--- config.mk ---
export PLATFORM = sky130hd
export DESIGN_NAME = unary_pair_streamer
export DESIGN_NICKNAME = d
export VERILOG_FILES = /design/src/rtl/unary_pkg.sv /design/src/rtl/unary_therm_bit.sv /design/src/rtl/unary_pair_streamer.sv
export SDC_FILE = /design/constraint.sdc
export NUM_CORES = 1
export LEC_CHECK = 0
export BUFFER_PORTS_ARGS = -buffer_cell sky130_fd_sc_hd__buf_2
export CORE_MARGIN = 4
export CORE_UTILIZATION = 34
export DETAILED_ROUTE_END_ITERATION = 16
export PLACE_DENSITY = 0.52
export SYNTH_ARGS = -nofsm -noshare
export SYNTH_HDL_FRONTEND = slang
export SYNTH_SLANG_ARGS = --single-unit
--- constraint.sdc ---
create_clock -name clk -period 6.3 [get_ports clk]
set_input_delay 0.315 -clock clk [delete_from_list [all_inputs] [get_ports clk]]
set_output_delay 0.315 -clock clk [all_outputs]
set_load 0.02 [all_outputs]
--- src/rtl/unary_pkg.sv ---
// Shared state encoding, default frame/drain lengths and sizing helpers
// for the unary pair streamer.
package unary_pkg;

    typedef enum logic [1:0] {
        IDLE   = 2'd0,
        STREAM = 2'd1,
        DRAIN  = 2'd2
    } state_t;

    localparam int unsigned FRAME_LEN_DEF = 19;
    localparam int unsigned DRAIN_LEN_DEF = 20;

    function automatic int unsigned clog2(input int unsigned n);
        int unsigned res;
        int unsigned pow;
        res = 0;
        pow = 1;
        while (pow < n) begin
            pow = pow << 1;
            res = res + 1;
        end
        // a counter always needs at least one bit
        if (res == 0) res = 1;
        return res;
    endfunction

    function automatic int unsigned max_u(input int unsigned a, input int unsigned b);
        return (a > b) ? a : b;
    endfunction

endpackage

--- src/rtl/unary_therm_bit.sv ---
// One thermometer-code lane: registers (count < value) while enabled,
// so the lane bit lines up with the registered frame counter.
module unary_therm_bit
    import unary_pkg::*;
#(
    parameter int unsigned CW = 5,
    parameter int unsigned W  = 5
) (
    input  logic          i_clk,
    input  logic          i_rst,
    input  logic          i_en,
    input  logic [CW-1:0] i_cnt,
    input  logic [W-1:0]  i_val,
    output logic          o_bit
);

    logic [CW-1:0] w_val_ext;
    logic          r_bit;

    // i_val is already clipped to the frame length, which always fits in CW bits
    assign w_val_ext = CW'(i_val);

    always_ff @(posedge i_clk or posedge i_rst) begin
        if (i_rst) begin
            r_bit <= 1'b0;
        end else begin
            r_bit <= i_en && (i_cnt < w_val_ext);
        end
    end

    assign o_bit = r_bit;

endmodule

--- src/rtl/unary_pair_streamer.sv ---
// Accepts an operand pair and streams both as thermometer-coded frames,
// then runs a drain phase so the downstream unary adder can shift out.
//
// state  | meaning
// IDLE   | ready for an operand pair, adder disabled
// STREAM | emitting frame bit k = counter, adder in read/accumulate mode
// DRAIN  | adder enabled in write mode, streams forced low
module unary_pair_streamer
    import unary_pkg::*;
#(
    parameter int unsigned W         = 5,
    parameter int unsigned FRAME_LEN = FRAME_LEN_DEF,
    parameter int unsigned DRAIN_LEN = DRAIN_LEN_DEF
) (
    input  logic         clk,
    input  logic         rst,
    input  logic         in_valid,
    output logic         in_ready,
    input  logic [W-1:0] val_a,
    input  logic [W-1:0] val_b,
    input  logic         flush,
    output logic         a_out,
    output logic         b_out,
    output logic         en_out,
    output logic         rw_out,
    output logic         sat_a,
    output logic         sat_b,
    output logic         done
);

    localparam int unsigned   CW         = clog2(max_u(FRAME_LEN, DRAIN_LEN) + 1);
    localparam logic [CW-1:0] FRAME_LAST = CW'(FRAME_LEN - 1);
    localparam logic [CW-1:0] DRAIN_LAST = CW'(DRAIN_LEN - 1);

    state_t        r_state;
    state_t        w_state_nxt;
    logic [CW-1:0] r_cnt;
    logic [CW-1:0] w_cnt_nxt;
    logic [W-1:0]  r_ca;
    logic [W-1:0]  r_cb;
    logic [W-1:0]  w_ca_nxt;
    logic [W-1:0]  w_cb_nxt;
    logic          r_sat_a;
    logic          r_sat_b;
    logic          w_sat_a_nxt;
    logic          w_sat_b_nxt;
    logic          r_in_ready;
    logic          r_en;
    logic          r_rw;
    logic          r_done;
    logic          w_accept;
    logic          w_stream_nxt;
    logic          w_en_nxt;
    logic          w_rw_nxt;
    logic          w_rdy_nxt;
    logic          w_done_nxt;
    logic          w_a_bit;
    logic          w_b_bit;

    function automatic logic [W-1:0] clip(input logic [W-1:0] v);
        return (32'(v) > FRAME_LEN) ? W'(FRAME_LEN) : v;
    endfunction

    // flush beats a simultaneous handshake
    assign w_accept = in_valid && r_in_ready && (r_state == IDLE) && !flush;

    always_ff @(posedge clk or posedge rst) begin
        if (rst) begin
            r_state    <= IDLE;
            r_cnt      <= '0;
            r_ca       <= '0;
            r_cb       <= '0;
            r_sat_a    <= 1'b0;
            r_sat_b    <= 1'b0;
            r_in_ready <= 1'b0;
            r_en       <= 1'b0;
            r_rw       <= 1'b0;
            r_done     <= 1'b0;
        end else begin
            r_state    <= w_state_nxt;
            r_cnt      <= w_cnt_nxt;
            r_ca       <= w_ca_nxt;
            r_cb       <= w_cb_nxt;
            r_sat_a    <= w_sat_a_nxt;
            r_sat_b    <= w_sat_b_nxt;
            r_in_ready <= w_rdy_nxt;
            r_en       <= w_en_nxt;
            r_rw       <= w_rw_nxt;
            r_done     <= w_done_nxt;
        end
    end

    always_comb begin
        w_state_nxt = r_state;
        w_cnt_nxt   = r_cnt;
        w_ca_nxt    = r_ca;
        w_cb_nxt    = r_cb;
        w_sat_a_nxt = r_sat_a;
        w_sat_b_nxt = r_sat_b;
        if (flush) begin
            w_state_nxt = IDLE;
            w_cnt_nxt   = '0;
        end else begin
            case (r_state)
                IDLE: begin
                    if (w_accept) begin
                        w_state_nxt = STREAM;
                        w_cnt_nxt   = '0;
                        w_ca_nxt    = clip(val_a);
                        w_cb_nxt    = clip(val_b);
                        w_sat_a_nxt = (32'(val_a) > FRAME_LEN);
                        w_sat_b_nxt = (32'(val_b) > FRAME_LEN);
                    end
                end
                STREAM: begin
                    if (r_cnt == FRAME_LAST) begin
                        w_state_nxt = DRAIN;
                        w_cnt_nxt   = '0;
                    end else begin
                        w_cnt_nxt = r_cnt + CW'(1);
                    end
                end
                DRAIN: begin
                    if (r_cnt == DRAIN_LAST) begin
                        w_state_nxt = IDLE;
                        w_cnt_nxt   = '0;
                    end else begin
                        w_cnt_nxt = r_cnt + CW'(1);
                    end
                end
                default: begin
                    w_state_nxt = IDLE;
                    w_cnt_nxt   = '0;
                end
            endcase
        end
    end

    // outputs are decoded from the next state so they register in step with it
    always_comb begin
        w_stream_nxt = (w_state_nxt == STREAM);
        w_en_nxt     = (w_state_nxt != IDLE);
        w_rw_nxt     = (w_state_nxt == DRAIN);
        w_rdy_nxt    = (w_state_nxt == IDLE);
        w_done_nxt   = !flush && (r_state == DRAIN) && (r_cnt == DRAIN_LAST);
    end

    unary_therm_bit #(.CW(CW), .W(W)) u_therm_a (
        .i_clk (clk),
        .i_rst (rst),
        .i_en  (w_stream_nxt),
        .i_cnt (w_cnt_nxt),
        .i_val (w_ca_nxt),
        .o_bit (w_a_bit)
    );

    unary_therm_bit #(.CW(CW), .W(W)) u_therm_b (
        .i_clk (clk),
        .i_rst (rst),
        .i_en  (w_stream_nxt),
        .i_cnt (w_cnt_nxt),
        .i_val (w_cb_nxt),
        .o_bit (w_b_bit)
    );

    assign in_ready = r_in_ready;
    assign a_out    = w_a_bit;
    assign b_out    = w_b_bit;
    assign en_out   = r_en;
    assign rw_out   = r_rw;
    assign sat_a    = r_sat_a;
    assign sat_b    = r_sat_b;
    assign done     = r_done;

endmodule

==> Yosys cells after proc, flatten, opt, wreduce, memory -nomap -nowiden <==
Index checks and enable logic that the tools add are counted.
{ "classes": {"eq_ne": 6, "order_cmp": 4, "muxes": 18, "addsub": 1, "reduce_logical": 12, "n_bitwise": 1} }
{ "op_table": {"columns": ["cell", "n"], "rows": [
  ["5-bit two-way mux", 12],
  ["5-bit case mux with 3 select lines", 1],
  ["5-bit equality test (second input constant)", 2],
  ["5-bit > comparator (second input constant)", 2],
  ["5-bit < comparator", 2],
  ["2-bit two-way mux", 4],
  ["1-bit logical AND", 7],
  ["2-bit case mux with 3 select lines", 1],
  ["5-bit by 1-bit adder with 5-bit output (second input constant)", 1],
  ["2-bit by 1-bit equality test with 1-bit output (second input constant)", 2],
  ["2-bit equality test (second input constant)", 2],
  ["2-bit logical NOT", 2],
  ["3-bit AND reduction", 1],
  ["2-bit nonzero test", 1],
  ["1-bit logical NOT", 1],
  ["1-bit NOT", 1]
]} }
{ "totals": {"word_cells": 54, "input_bits": 14, "regBits": 25} }

==> Logic depth before layout (Yosys ltp) <==
{ "depth": {"ltp_word": 8, "mapped_depth": 11} }

==> By module <==
From an unflattened synthesis, not the netlist that was laid out.
{ "unflattened": {"cells_unflattened": 132, "area_unflattened_um2": 1347.5} }
{ "modules_own_cells": {"columns": ["mod", "n_inst", "cells_per_inst", "area_per_inst_um2", "seq_area_each_um2"], "rows": [
  ["unary_pair_streamer", 1, 98, 1077.3, 575.6],
  ["unary_therm_bit", 2, 17, 135.1, 25.0]
]} }

==> Least setup slack after synthesis <==
OpenSTA, ideal clock, no wires.
{ "synth_timing": {"path_type": "flip-flop to flip-flop", "startpoint": "register r_cnt[0]", "endpoint": "register u_therm_a.r_bit (netlist: u_therm_a.o_bit)", "stages_incl_launch_ff": 12, "setup_slack_ns": 3.780, "n_path_buf": 0, "t_arrival_ns": 2.424, "setup_time_ns": 0.095, "path_cell_list": "dfrtp_1 inv_1 ha_1 and4bb_2 o22ai_2 a21boi_0 o21ai_0 ha_1 a211o_1 o211ai_1 nand3_1 o31ai_1"} }
{ "synth_via": {"elab_chain_cells": 6, "word_cells_on_any_way": 15} }
{ "synth_rtl": {"columns": ["element", "line_no", "rtl"], "rows": [
  ["start: declaration", "unary_pair_streamer.sv:37", "logic [CW-1:0] r_cnt;"],
  ["start signal: assignment", "unary_pair_streamer.sv:81", "r_cnt <= w_cnt_nxt;"],
  ["5-bit by 1-bit adder with 5-bit output, or another cell as far along", "unary_pair_streamer.sv:120, unary_pair_streamer.sv:128", null],
  ["5-bit two-way mux, on equally long branches", "unary_pair_streamer.sv:124, unary_pair_streamer.sv:116", null],
  ["5-bit case mux with 3 select lines *", "unary_pair_streamer.sv:104", "case (r_state)"],
  ["5-bit two-way mux *", "unary_pair_streamer.sv:100", "if (flush) begin"],
  ["via u_therm_a.i_cnt[2]", "unary_therm_bit.sv:12", "input logic [CW-1:0] i_cnt,"],
  ["5-bit < comparator *", "unary_therm_bit.sv:27", "r_bit <= i_en && (i_cnt < w_val_ext);"],
  ["1-bit logical AND *", "unary_therm_bit.sv:27", null],
  ["end signal: assignment", "unary_therm_bit.sv:27", null],
  ["end: declaration", "unary_therm_bit.sv:18", "logic r_bit;"]
]} }
The timed path passes the listed nets; every way through them passes the cells marked *.
A chain may end at the register's enable or synchronous reset.

==> Worst setup path in the final report <==
{ "layout_timing": {"startpoint": "register r_state[0]", "endpoint": "register u_therm_b.r_bit (netlist: u_therm_b.o_bit)"} }
{ "layout_via": {"elab_chain_cells": 8, "word_cells_on_any_way": 19} }
{ "layout_rtl": {"columns": ["element", "line_no", "rtl"], "rows": [
  ["start: declaration", "unary_pair_streamer.sv:35", "state_t r_state;"],
  ["start signal: assignment", "unary_pair_streamer.sv:80", "r_state <= w_state_nxt;"],
  ["2-bit logical NOT", "unary_pair_streamer.sv:65, unary_pair_streamer.sv:104", null],
  ["1-bit logical AND (2 in a row)", "unary_pair_streamer.sv:65", "assign w_accept = in_valid && r_in_ready && (r_state == IDLE) && !flush;"],
  ["5-bit two-way mux or 2-bit two-way mux (tied branches)", "unary_pair_streamer.sv:106", "if (w_accept) begin"],
  ["5-bit case mux with 3 select lines, or another cell as far along", "unary_pair_streamer.sv:104", null],
  ["5-bit two-way mux or 2-bit two-way mux (tied branches)", "unary_pair_streamer.sv:100", null],
  ["5-bit < comparator or 2-bit by 1-bit equality test with 1-bit output (tied branches)", "unary_therm_bit.sv:27, unary_pair_streamer.sv:141", null],
  ["1-bit logical AND *", "unary_therm_bit.sv:27", null],
  ["end signal: assignment", "unary_therm_bit.sv:27", null],
  ["end: declaration", "unary_therm_bit.sv:18", null]
]} }
Mark *: on every way between the ends. The rest lies on a longest branch, timed or not.

==> impl_table.tex <==
\begin{tabular}{lr}
\hline
Metric & Value \\
\hline
\multicolumn{2}{l}{\textbf{Pwr}} \\
Switching power as a share of total power & 29.0\% \\
Power spent charging and discharging nets & 105 µW \\
Leakage dissipation & 0.000792 µW \\
Internal power & 257 µW \\
Portion of total power attributed to the clock network & 26.2\% \\
Worst supply voltage drop on vdd & 89.9 µV \\
Total power per unit cell area & 226 nW/µm² \\
Gate power share & 22.1\% \\
Fraction of power consumed by sequential logic & 51.7\% \\
\multicolumn{2}{l}{\textbf{Synth}} \\
Yosys top cell by area & sky130\_fd\_sc\_hd\_\_dfrtp\_1 \\
Synth top cells by count & 25 x sky130\_fd\_sc\_hd\_\_dfrtp\_1, 13 x sky130\_fd\_sc\_hd\_\_inv\_1, 10 x sky130\_fd\_sc\_hd\_\_ha\_1 \\
Register area share after synthesis & 44.4\% \\
Mean instance size in the synthesized netlist & 10.4 µm² \\
Fraction of synthesized cell area taken by the top area cell type & 44.4\% \\
Mapped Nets & 159 \\
Post-synthesis instance area & 1410 µm² \\
Distinct cells, synth & 39 \\
Post-synthesis cell count & 135 \\
Most common cell in the netlist & sky130\_fd\_sc\_hd\_\_dfrtp\_1 \\
Top\_reg\_cell synth & sky130\_fd\_sc\_hd\_\_dfrtp\_1 \\
Number of enable flip-flop cells after synthesis & 0 \\
Leading post-synthesis cells by cell area & sky130\_fd\_sc\_hd\_\_dfrtp\_1 44\%, sky130\_fd\_sc\_hd\_\_ha\_1 8.9\%, sky130\_fd\_sc\_hd\_\_mux2i\_1 5.7\% \\
Synth warn & 0 \\
Number of storage elements in the synthesis netlist & 25 \\
Fraction of registers with async set or reset after synthesis & 100\% \\
\multicolumn{2}{l}{\textbf{STA}} \\
Upper clock frequency limit & 335 MHz \\
Aggregate negative setup slack & 0 ns \\
Worst-Margin Slew & 0.958 ns \\
Slew Viols, Final & 0 \\
Post-route worst setup slack & 3.32 ns \\
Clk\_skew & 0.00429 ns \\
Share of the clock period used by the worst path after layout & 47.4\% \\
Period minus WS final & 2.98 ns \\
Hold Violations, Final & 0 \\
Worst rel slew slack & 36.0\% \\
Unrepaired setup endpoints after global routing & no \\
\# setup viols final & 0 \\
\multicolumn{2}{l}{\textbf{Floorplanning}} \\
Initial core utilization & 35.2\% \\
Site row count & 23 \\
Die area & 5230 µm² \\
X dimension of the die & 72.3 µm \\
Die outline height & 72.3 µm \\
Area inside the core boundary & 4000 µm² \\
Number of top-level design ports & 22 \\
\multicolumn{2}{l}{\textbf{Final layout}} \\
Layout net count & 181 \\
Number of cells in the finished layout apart from fillers & 206 \\
Antenna cells & 0 \\
P\&R area growth vs syn & 13.5\% \\
Ratio of cells with drive above 1 in the final layout & 23.1\% \\
\multicolumn{2}{l}{\textbf{Hold path}} \\
Class of the tightest hold or removal check & in2async \\
\multicolumn{2}{l}{\textbf{GRT}} \\
Vias in the first global route & 1029 \\
Wire length of the first global-routing pass & 4.95 mm \\
Total routing usage reported by global routing & 12.0\% \\
Pin count of the biggest net entering global routing & 26 \\
Antenna violations before repair & 0 \\
Remaining global-route overflow & 0 \\
\multicolumn{2}{l}{\textbf{Routing}} \\
DR WL met2 & 1.40 mm \\
Routed length on met1 & 1.36 mm \\
Antenna violation net count after detailed routing & 0 \\
Total vias in the final route & 1064 \\
Routed wire length & 2.92 mm \\
Top layer reached by signal wires & met4 \\
Post-detailed-route DRC marker count & 0 \\
Vias per std cell & 5.17 \\
Routed length on met3 & 118 µm \\
Post-DR wirelength/cell & 14.2 µm \\
Detailed-router iteration count before antenna repair & 4 \\
Violation count after the first detailed-routing iteration & 74 \\
\multicolumn{2}{l}{\textbf{Critical path}} \\
Maximum fanout count along the critical path & 12 \\
CP Capture Type & flop \\
Cell chain of the critical path & or2\_4, nor3\_2, mux2i\_1, ha\_1, a211o\_1, o211ai\_1, nand3\_1, o31ai\_1 \\
Biggest cell delay along the critical path & 0.75 ns \\
Setup CP Type & reg2reg \\
CP top delay family & simple AND/OR/NAND/NOR gates \\
Bufs and invs on worst path & 0 \\
Data arrival time at the worst-slack endpoint & 3.15 ns \\
Slowest CP cell & sky130\_fd\_sc\_hd\_\_nor3\_2 \\
WP data required & 6.47 ns \\
Crit start category & flop \\
\multicolumn{2}{l}{\textbf{Clocking}} \\
CTS Root Buffer Type & sky130\_fd\_sc\_hd\_\_clkbuf\_8 \\
Number of setup buffers added after CTS & 0 \\
TritonCTS sink count & 25 \\
Number of buffers between clock root and the deepest sink & 2 \\
TritonCTS clock tree & built \\
Clock latency reported for the late side of the worst-skew pair & 0.27 ns \\
Hold-fix buffer count after cts & 0 \\
\# resized after CTS & 0 \\
Number of buffers created by CTS & 3 \\
Clock-pin slew reported for the worst setup and hold paths after clock tree synthesis & 0.09 ns \\
H-Tree Level Count & 1 \\
\multicolumn{2}{l}{\textbf{Run status}} \\
Status & complete, no violations \\
\multicolumn{2}{l}{\textbf{Placement}} \\
Last weighted congestion value of the routability-driven placer & 0.760 \\
Estimated wirelength of the detail-placed design & 2.25 mm \\
Count of buffers inserted at the top-level ports & 21 \\
Number of cells in the design after placement & 202 \\
DP Worst Slack & 3.34 ns \\
\multicolumn{2}{l}{\textbf{Run}} \\
\# Max-Cap Violations & 0 \\
\hline
\end{tabular}
-- logic make-up (layout without fill, tap and decap cells) --
logic type | count (synthesis) | in the layout | share of synthesized area, %
buffers and inverters | 17 | 38 | 5.07
adders and majority gates | 10 | 10 | 8.89
and+or+nand+nor | 46 | 46 | 19.9
AOI/OAI and AO/OA | 29 | 29 | 16.0
muxes | 8 | 8 | 5.69
DFF | 25 | 25 | 44.4
-- layout by cell type, fill, tap and decap left out, drive strengths merged, types with 2 or more instances in the layout --
master	netlist	final
o21ai	5	5
nand2	7	7
a31o	2	2
a211o	2	2
o211ai	2	2
mux2i	8	8
o31ai	2	2
a41oi	2	2
a31oi	2	2
or2	2	2
nand3	5	5
a311oi	2	2
clkbuf	0	4
nand4	4	4
nor2	8	8
a21oi	3	3
nor3b	2	2
nor2b	4	4
and4bb	2	2
ha	10	10
nand2b	5	5
dfrtp	25	25
o21ba	2	2
inv	13	13
buf	4	21
-- power groups by stage --
| stage | sequential [µW] | clock, µW | combinational (µW) |
|---|---|---|---|
| 2_1_floorplan | 196 | 0 | 50.7 |
| 3_3_place_gp | 190 | 0 | 79.6 |
| 3_5_place_dp | 191 | 0 | 80.7 |
| 4_1_cts | 188 | 98.0 | 81.2 |
| 5_1_grt | 190 | 106 | 90.2 |
| 6_report | 187 | 94.8 | 80.0 |
-- sequential cells by signal (all words and copies together) (netlist names) --
name and flops:
en_out 1, rw_out 1, sat_b 1, in_ready 1, u_therm_a.o_bit 1, r_cb 5
u_therm_b.o_bit 1, r_state 2, r_cnt 5, done 1, r_ca 5, sat_a 1
-- worst paths after layout --
path	start	cells after the start	endpoint	slack [ns]
max in group asynchronous	rst	2	r_cb[3]	5.47
setup / recovery	r_state[0]	8	u_therm_b.o_bit	3.32
min in group clk	val_a[1]	3	r_ca[1]	0.31
setup reg to reg	r_state[0]	8	u_therm_b.o_bit	3.32
hold reg to reg	sat_b	2	sat_b	0.48
hold / removal	rst	2	r_state[1]	0.25
-- routing by layer --
layer	vias to the layer above	GRT usage (%)
met2	18	19.6
met1	509	16.0
met5	-	0
met3	5	2.22
met4	0	3.76
li1	532	-
-- per-stage QoR --
stage	cell area (µm²)	hold WS, ns	total power, µW	utilization, %
detailed placement	1550	0.474	271	38.8
global placement	1550	0.463	270	38.8
finish	1600	0.253	362	39.9
global route	1600	0.322	386	39.9
CTS	1600	0.293	367	39.9
floorplan	1410	0.342	247	-
-- layout make-up --
class / instances / area (µm²)
clock buffers: 4 / 45.0
fillers: 393 / 2400
inverters: 13 / 48.8
multi-input cells: 93 / 711
flip-flops and latches: 25 / 626
well taps: 50 / 62.6
repair buffers: 21 / 105
(Power assumes the default switching activity.)
